[src/rtl/alu_pkg.sv]
// -----------------------------------------------------------------------------
// alu_pkg
// Constants shared by the ALU and the multi-cycle divider that feeds its
// HI/LO result path.
//   DIV_BITS         : default operand width of the divider
//   IDLE/CALC/FIX/DONE : divider FSM state encodings
//   DIV_ZERO_QUOT    : quotient reported for a divide by zero (all ones)
//   ALU_CTRL_DIV_BIT : ALU control-word bit that selects DIV
// -----------------------------------------------------------------------------
package alu_pkg;

  localparam int DIV_BITS = 32;

  localparam logic [1:0] IDLE = 2'd0;
  localparam logic [1:0] CALC = 2'd1;
  localparam logic [1:0] FIX  = 2'd2;
  localparam logic [1:0] DONE = 2'd3;

  localparam logic [DIV_BITS-1:0] DIV_ZERO_QUOT = '1;

  // ALU and seq_div decode the DIV operation from the same control bit.
  localparam int ALU_CTRL_DIV_BIT = 4;

endpackage

[src/rtl/twos_negate.sv]
// -----------------------------------------------------------------------------
// twos_negate
// BITS-wide conditional two's-complement negate: out = neg ? -in : in.
// Ports:
//   in_val  [BITS-1:0] value to (maybe) negate
//   neg                1 = negate
//   out_val [BITS-1:0] result (wraps for the most negative value)
// -----------------------------------------------------------------------------
module twos_negate #(
  parameter int BITS = 32
) (
  input  logic [BITS-1:0] in_val,
  input  logic            neg,
  output logic [BITS-1:0] out_val
);

  assign out_val = neg ? (~in_val + 1'b1) : in_val;

endmodule

[src/rtl/seq_div.sv]
// -----------------------------------------------------------------------------
// seq_div
// Multi-cycle divider producing {HI, LO} = {remainder, quotient} for the ALU's
// DIV operation. Radix-2 restoring division on magnitudes, one quotient bit per
// clock, followed by a sign-fix cycle. Quotient truncates toward zero and the
// remainder takes the dividend's sign.
// Ports:
//   clk          rising-edge clock
//   clr          asynchronous active-high reset
//   start        request pulse, sampled only in IDLE
//   is_signed    1 = signed divide (only honoured with SEQ_DIV_UNSIGNED_EN)
//   X, Y         dividend / divisor, sampled on the accepting edge
//   OpResult_HI  remainder (registered)
//   OpResult_LO  quotient (registered)
//   busy         high in CALC and FIX
//   done         one-cycle completion pulse
//   div_zero     set together with done when Y == 0
// Configuration macro:
//   SEQ_DIV_UNSIGNED_EN  when defined, is_signed=0 divides as unsigned;
//                        when undefined every operation is signed.
// -----------------------------------------------------------------------------
module seq_div
  import alu_pkg::*;
#(
  parameter int BITS  = DIV_BITS,
  parameter int CNT_W = 6
) (
  input  logic            clk,
  input  logic            clr,
  input  logic            start,
  input  logic            is_signed,
  input  logic [BITS-1:0] X,
  input  logic [BITS-1:0] Y,
  output logic [BITS-1:0] OpResult_HI,
  output logic [BITS-1:0] OpResult_LO,
  output logic            busy,
  output logic            done,
  output logic            div_zero
);

  logic [1:0]       state_q,    state_d;
  logic [CNT_W-1:0] cnt_q,      cnt_d;
  logic [BITS-1:0]  quot_q,     quot_d;     // dividend shifts out as quotient shifts in
  logic [BITS-1:0]  rem_q,      rem_d;      // partial remainder; also holds X on divide by zero
  logic [BITS-1:0]  divisor_q,  divisor_d;  // |Y|
  logic             quot_neg_q, quot_neg_d;
  logic             rem_neg_q,  rem_neg_d;
  logic             zero_pend_q, zero_pend_d;
  logic [BITS-1:0]  lo_q,       lo_d;
  logic [BITS-1:0]  hi_q,       hi_d;
  logic             done_q,     done_d;
  logic             dz_q,       dz_d;

  logic            eff_signed;
  logic            neg_x, neg_y;
  logic [BITS-1:0] abs_x, abs_y, quot_fix, rem_fix;
  logic [BITS:0]   rem_shift, rem_sub;

`ifdef SEQ_DIV_UNSIGNED_EN
  assign eff_signed = is_signed;
`else
  // Always signed; OR-ing keeps the unused request bit referenced.
  assign eff_signed = is_signed | 1'b1;
`endif

  assign neg_x = eff_signed & X[BITS-1];
  assign neg_y = eff_signed & Y[BITS-1];

  twos_negate #(.BITS(BITS)) u_abs_x    (.in_val(X),      .neg(neg_x),      .out_val(abs_x));
  twos_negate #(.BITS(BITS)) u_abs_y    (.in_val(Y),      .neg(neg_y),      .out_val(abs_y));
  twos_negate #(.BITS(BITS)) u_quot_fix (.in_val(quot_q), .neg(quot_neg_q), .out_val(quot_fix));
  twos_negate #(.BITS(BITS)) u_rem_fix  (.in_val(rem_q),  .neg(rem_neg_q),  .out_val(rem_fix));

  // The shifted remainder needs BITS+1 bits; after a restoring step it is
  // always below |Y|, so the stored remainder fits in BITS bits.
  assign rem_shift = {rem_q, quot_q[BITS-1]};
  assign rem_sub   = rem_shift - {1'b0, divisor_q};

  always_comb begin
    // NOTE: every *_d gets a default first so no path leaves it unassigned,
    // which would otherwise infer a latch.
    state_d     = state_q;
    cnt_d       = cnt_q;
    quot_d      = quot_q;
    rem_d       = rem_q;
    divisor_d   = divisor_q;
    quot_neg_d  = quot_neg_q;
    rem_neg_d   = rem_neg_q;
    zero_pend_d = zero_pend_q;
    lo_d        = lo_q;
    hi_d        = hi_q;
    done_d      = 1'b0;
    dz_d        = dz_q;

    case (state_q)
      IDLE: begin
        if (start) begin
          if (Y != '0) begin
            quot_d     = abs_x;
            divisor_d  = abs_y;
            rem_d      = '0;
            cnt_d      = '0;
            quot_neg_d = neg_x ^ neg_y;
            rem_neg_d  = neg_x;
            state_d    = CALC;
          end else begin
            // Park X for the HI result; outputs are written from DONE.
            rem_d       = X;
            zero_pend_d = 1'b1;
            state_d     = DONE;
          end
        end
      end
      CALC: begin
        if (!rem_sub[BITS]) begin
          rem_d  = rem_sub[BITS-1:0];
          quot_d = {quot_q[BITS-2:0], 1'b1};
        end else begin
          rem_d  = rem_shift[BITS-1:0];
          quot_d = {quot_q[BITS-2:0], 1'b0};
        end
        cnt_d = cnt_q + 1'b1;
        if (cnt_q == CNT_W'(BITS - 1)) state_d = FIX;
      end
      FIX: begin
        lo_d    = quot_fix;
        hi_d    = rem_fix;
        done_d  = 1'b1;
        dz_d    = 1'b0;
        state_d = DONE;
      end
      DONE: begin
        if (zero_pend_q) begin
          // Divide by zero reports one edge after acceptance, then leaves.
          lo_d        = BITS'(DIV_ZERO_QUOT);
          hi_d        = rem_q;
          dz_d        = 1'b1;
          done_d      = 1'b1;
          zero_pend_d = 1'b0;
        end else begin
          state_d = IDLE;
        end
      end
      default: state_d = IDLE;
    endcase
  end

  // NOTE: sequential state uses non-blocking assignments so every flop
  // samples the values from before the edge.
  always_ff @(posedge clk or posedge clr) begin
    if (clr) begin
      state_q     <= IDLE;
      cnt_q       <= '0;
      quot_q      <= '0;
      rem_q       <= '0;
      divisor_q   <= '0;
      quot_neg_q  <= 1'b0;
      rem_neg_q   <= 1'b0;
      zero_pend_q <= 1'b0;
      lo_q        <= '0;
      hi_q        <= '0;
      done_q      <= 1'b0;
      dz_q        <= 1'b0;
    end else begin
      state_q     <= state_d;
      cnt_q       <= cnt_d;
      quot_q      <= quot_d;
      rem_q       <= rem_d;
      divisor_q   <= divisor_d;
      quot_neg_q  <= quot_neg_d;
      rem_neg_q   <= rem_neg_d;
      zero_pend_q <= zero_pend_d;
      lo_q        <= lo_d;
      hi_q        <= hi_d;
      done_q      <= done_d;
      dz_q        <= dz_d;
    end
  end

  assign OpResult_LO = lo_q;
  assign OpResult_HI = hi_q;
  assign done        = done_q;
  assign div_zero    = dz_q;
  assign busy        = (state_q == CALC) || (state_q == FIX);

endmodule

[config.mk]
export PLATFORM = sky130hd
export DESIGN_NAME = seq_div
export DESIGN_NICKNAME = d
export VERILOG_FILES = /design/src/rtl/alu_pkg.sv /design/src/rtl/twos_negate.sv /design/src/rtl/seq_div.sv
export SDC_FILE = /design/constraint.sdc
export NUM_CORES = 1
export LEC_CHECK = 0
export BUFFER_PORTS_ARGS = -buffer_cell sky130_fd_sc_hd__buf_2
export CAP_MARGIN = 40
export CORE_MARGIN = 4
export CORE_UTILIZATION = 45
export DETAILED_ROUTE_END_ITERATION = 10
export PLACE_DENSITY = 0.75
export SETUP_SLACK_MARGIN = 0.05
export SYNTH_ARGS = -nofsm -noshare
export SYNTH_HDL_FRONTEND = slang
export SYNTH_SLANG_ARGS = --single-unit
[constraint.sdc]
create_clock -name clk -period 10.25 [get_ports clk]
set_input_delay 1.025 -clock clk [delete_from_list [all_inputs] [get_ports clk]]
set_output_delay 1.025 -clock clk [all_outputs]
set_load 0.03 [all_outputs]
* Word-level counts from Yosys, hierarchy flattened *
Index checks and enable logic that the tools add are counted.

cells by class
  add/subtract/negate cells = 6
  multiply operators = 0
  div/mod/pow operators = 0
  order comparisons = 0
  eq/ne operators = 10
  shift-type cells = 0
  mux-type cells = 31
  bitwise gates (word level) = 5
  reduce and logical (&&, ||, !) cells = 12

operators by type and width
  operator                                             count
  two-way mux 32 bit                                   11
  one-hot mux 32 bit (2 select lines)                  4
  adder 32 x 1 -> 32 bit, second input constant        4
  inverter 32 bit                                      4
  subtractor 33 x 32 -> 33 bit                         1
  nonzero test 32 bit                                  1
  two-way mux 6 bit                                    2
  != test 2 bit, second input constant                 6
  one-hot mux 6 bit (2 select lines)                   1
  AND reduction 3 bit                                  4
  two-way mux 2 bit                                    4
  one-hot mux 2 bit (4 select lines)                   1
  adder 6 x 1 -> 6 bit, second input constant          1
  equality test 6 x 5 -> 1 bit, second input constant  1
  one-hot mux 1 bit (2 select lines)                   3
  nonzero test 2 bit                                   3
  two-way mux 1 bit                                    5
  equality test 2 bit, second input constant           2
  AND reduction 2 bit                                  2
  equality test 2 x 1 -> 1 bit, second input constant  1
  logical NOT 2 bit                                    1
  logical OR 1 bit                                     1
  XOR 1 bit                                            1

word-level totals
  register bits after elaboration = 173
  latch bits = 0
  RAM bits = 0
  memory bits (read-only) = 0
  bits of input ports = 68
  output and inout bits = 67
  word-level logic and storage cells = 76
  memories kept = 0

* Longest topological paths before layout *
  depth in word-level cells = 6
  gate-level depth with buffers = 14
  depth with buffers taken out = 11

* Hierarchy *
From an unflattened synthesis, not the netlist that was laid out.

unflattened totals
  cells, all modules = 1412
  area total of the unflattened synthesis = 12947.4 um^2

by module, submodules not included
  module       instances  cells each  area each (um^2)  sequential area each (um^2)
  seq_div      1          1016        9839.4            4329.2
  twos_negate  4          99          777.0             0.0

* Worst setup path before layout *
OpenSTA, ideal clock, no wires.

  kind = input to register
  from = in Y[27]
  to = reg quot_q[0]
  library setup time = 128 ps
  arrival time = 3389 ps
  required time = 10122 ps
  slack = 6733 ps
  stages on the path = 8
  buffers on the path = 2
  cells stage by stage = or4_1 or3_1 or3_1 or4_4 o21ai_2 buf_4 buf_4 a22oi_1

between the ends
  longest elaborated chain between the ends = 3

ends and longest elaborated chain
  item                                  RTL line        RTL
  start: declaration                    seq_div.sv:33   input logic [BITS-1:0] Y,
  nonzero test 32 bit                   seq_div.sv:98   if (Y != '0) begin
  != test 2 bit (no source line)        n/a
  AND reduction 3 bit (no source line)  n/a
  end signal: assignment                seq_div.sv:167  quot_q <= quot_d;
  end: declaration                      seq_div.sv:43   logic [BITS-1:0] quot_q, quot_d;

Every way passes these cells.
A chain may end at the register's enable or synchronous reset.

* Worst setup path in the final report *
  from = reg quot_q[31]
  to = reg rem_q[8]

between the ends
  longest elaborated chain between the ends = 3

ends and longest elaborated chain
  item                                 RTL line        RTL
  subtractor 33 x 32 -> 33 bit         seq_div.sv:77   assign rem_sub = rem_shift - {1'b0, divisor_q};
  two-way mux 32 bit                   seq_div.sv:115  if (!rem_sub[BITS]) begin
  one-hot mux 32 bit (2 select lines)  seq_div.sv:95   case (state_q)
  end signal: assignment               seq_div.sv:168  rem_q <= rem_d;
  end: declaration                     seq_div.sv:44   logic [BITS-1:0] rem_q, rem_d;

Every way passes these cells.

==> key figures <==
Clock tree
  – Clk buf depth: 2
  – H-tree lvl count: 4
  – TritonCTS clock tree: yes
  – Clock transition at path regs: 70 ps
  – Setup Buffers After CTS: 0
  – CTS buffer count: 17
  – PostCTS Resize Cnt: 0
  – Root Buffer: clkbuf_16
  – Post-CTS Hold Fix Bufs: 0
  – Clk sinks: 173
  – Clock latency on the worst-skew pair: 450 ps

Finish
  – Final std cells w/o fill: 1881
  – Diodes inserted: 0
  – Layout cell share with drive strength beyond 1: 13.3%
  – Area growth syn-to-layout: 13.3%
  – Multi-input logic area: 7010 um2
  – Final core utilization: 51.7%
  – NumNets Final: 1643
  – Register Area: 4330 um2
  – # fillers: 2490

Worst setup path
  – Maximum fanout along the worst path: 18
  – Critical path class: flip-flop to flip-flop
  – Slowest cell on crit path: a311oi_4
  – Worst EP required: 10540 ps
  – Top delay family on crit path: compound AO/OA/AOI/OAI gates
  – Max incr delay on CP: 810 ps
  – Buf+Inv Stages, Crit Path: 2
  – Startpoint Class: flip-flop
  – CP endpoint kind: flip-flop
  – Cell-by-cell trace of the critical path: inv_1, ha_1, fa_1, nor2b_1, o31ai_1, a311o_1, a2111oi_2, nor3_1, a311oi_4, buf_4, mux2i_1, o211ai_1
  – WP data arrival: 5010 ps

Floorplan
  – Core box area: 26000 um2
  – Row count: 59
  – Initial core utilization: 45.6%
  – Io pins: 135
  – Die Y-Extent: 170 um
  – Full die area: 29000 um2
  – Die X-Extent: 170 um

Timing
  – Tightest Pin Transition: 936 ps
  – Final min period: 4710 ps
  – Highest clock rate: 212 MHz
  – Unrepaired setup endpoints after global routing: false
  – Rel. slew slack: 37.6%
  – Final slew viol count: 0
  – Setup TNS: 0 ps
  – WHS: 475 ps
  – Final Cycle Share: 46.0%
  – Worst Skew: 13.0 ps
  – Final Hold Fails: 0
  – Finish-stage setup viols: 0

Hold path
  – HP Class: flip-flop to flip-flop

Logic synthesis
  – EDFF count, synth: 0
  – Top_reg_cell synth: dfrtp_1
  – Largest area contributor in the netlist: dfrtp_1
  – Area share of the largest cell type after synthesis: 36.5%
  – Fraction of registers with async set or reset after synthesis: 100%
  – Synth area leaders: dfrtp_1 (37%), a21oi_1 (6.6%), o21ai_0 (5.7%)
  – Synth unique cells: 69
  – Synth Register Bits: 173
  – Avg Synthesized Cell Area: 8.19 um2
  – Sequential fraction of the synthesis area: 36.5%
  – Syn Nets: 1557
  – Synthesis warning total: 0
  – Mapped Cells: 1447
  – Post-synthesis cell area: 11900 um2

Power and ir drop
  – Pwr per Cell Area: 381 nW/um2
  – Lkg Pwr: 5.96 nW
  – Peak supply drop: 0.000179 V

GRT
  – Antenna violations before repair: 1
  – Largest net degree at the start of global routing: 68
  – First-pass GRT wire length: 54.0 mm
  – Vias in the first global route: 10361
  – Total GRT Usage: 23.0%
  – Grt ovf: 0

Detailed routing
  – Detailed-route via count: 10937
  – TritonRoute pass-1 iters: 6
  – Avg WL per Cell: 17.9 um
  – Iter 0 DRT Violations: 970
  – Vias/cell: 5.81
  – Residual DRC: 0
  – Total Wirelength: 33.7 mm
  – Post-route ant nets: 0

Place
  – Post-Place Cells: 1847
  – DPL Wire Length: 25.1 mm
  – Gpl congestion: 0.895
  – Buffers on Ports: 133

Flow run
  – Max-cap violations: 0

Outcome
  – Status: complete, no violations
==> logic make-up (layout without fill, tap and decap cells) <==
logic type                 Yosys count  count (layout)  share of synthesized area (%)
AOI/OAI and AO/OA                  463             463                           22.8
xor gates and xnor gates           138             138                           10.2
adders and majority gates           42              42                           4.50
buffers and inverters              140             239                           4.80
DFF                                173             173                           36.5
muxes                               33              33                           2.82
and+or+nand+nor                    458             458                           18.4
==> worst register-to-register path, cell delays in order (launching register included) <==
cell       delay, ps
dfrtp_1          490
inv_1            170
ha_1             260
fa_1             420
nor2b_1          190
o31ai_1          140
a311o_1          360
a2111oi_2        670
nor3_1           220
a311oi_4         810
buf_4            430
mux2i_1          300
o211ai_1         100
==> final timing paths <==
kind | cells past startpoint | slack [ps] | startpoint | endpoint
setup / recovery | 12 | 5540 | quot_q[31] | rem_q[8]
hold / removal | 2 | 480 | OpResult_HI[6] | OpResult_HI[6]
setup reg to reg | 12 | 5540 | quot_q[31] | rem_q[8]
hold reg to reg | 2 | 480 | OpResult_HI[6] | OpResult_HI[6]
max in group asynchronous | 3 | 8390 | clr | rem_q[15]
min in group asynchronous | 2 | 650 | clr | done
==> cells in the final DEF (no fill, tap or decap), drive strengths merged, types with 9 or more instances in the layout <==
cell / n
inv: 63
and3: 11
xor2: 76
clkbuf: 21
o21ai: 176
a21oi: 156
a211oi: 12
nand3: 25
a21o: 11
o31ai: 32
ha: 41
or3: 20
nor3: 19
nor4: 12
nand2b: 14
buf: 149
nor2b: 10
nand2: 175
dfrtp: 173
nor2: 118
mux2i: 30
o41ai: 16
or4: 16
a31oi: 11
xnor2: 62
nand4: 9
==> state kept, by name (all words and copies together) (netlist names) <==
register,flops
quot_neg_q,1
div_zero,1
OpResult_HI,32
rem_neg_q,1
zero_pend_q,1
done,1
divisor_q,32
rem_q,32
OpResult_LO,32
quot_q,32
cnt_q,6
state_q,2
==> cells in the mapped netlist, types with 7 or more instances <==
| master | instances |
|---|---|
| nand2_1 | 175 |
| dfrtp_1 | 173 |
| a21oi_1 | 156 |
| o21ai_0 | 134 |
| nor2_1 | 117 |
| xor2_1 | 76 |
| clkbuf_1 | 66 |
| xnor2_1 | 62 |
| inv_1 | 56 |
| ha_1 | 41 |
| o21ai_1 | 41 |
| o31ai_1 | 32 |
| mux2i_1 | 30 |
| nand3_1 | 25 |
| nor3_1 | 18 |
| or3_1 | 18 |
| o41ai_1 | 16 |
| nand2b_1 | 14 |
| or4_1 | 14 |
| a211oi_1 | 12 |
| nor4_1 | 12 |
| a21o_1 | 11 |
| a31oi_1 | 11 |
| and3_1 | 11 |
| nor2b_1 | 10 |
| nand4_1 | 9 |
| a221oi_1 | 8 |
| buf_2 | 8 |
| o211ai_1 | 7 |
==> power by group <==
| part | total, mW | internal, mW | leakage (nW) | switching (mW) |
|---|---|---|---|---|
| Clock | 0.714 | 0.410 | 0.311 | 0.304 |
| Sequential | 1.32 | 0.996 | 2.13 | 0.320 |
| Combinational | 3.09 | 1.14 | 3.52 | 1.95 |
==> area by class of cell <==
class | instances | share of cell area [%]
multi-input cells | 1134 | 52.2
flip-flops and latches | 173 | 32.2
repair buffers | 150 | 6.13
clock buffers | 20 | 3.47
well taps | 335 | 3.12
inverters | 57 | 1.63
clock inverters | 12 | 1.27
==> per-layer routing <==
metal | routed length [um] | GRT usage [%] | share of wire, % | vias to the layer above
met5 | 7 | 0 | 0.021 | -
met4 | 1200 | 9.06 | 3.6 | 2
met3 | 2540 | 4.25 | 7.5 | 72
met2 | 15100 | 35.8 | 45 | 396
met1 | 14800 | 31.9 | 44 | 5160
li1 | - | - | - | 5307
==> per-stage QoR <==
stage          instance area (um2)  worst slack [ps]  total power [mW]
6_report                     13400              5540              5.12
3_5_place_dp                 12800              5580              4.36
4_1_cts                      13400              5570              5.09
2_1_floorplan                11900              4540              3.60
3_3_place_gp                 12700              5730              4.26
5_1_grt                      13400              5250              5.54
No activity file was read; power rests on OpenSTA's default activity.
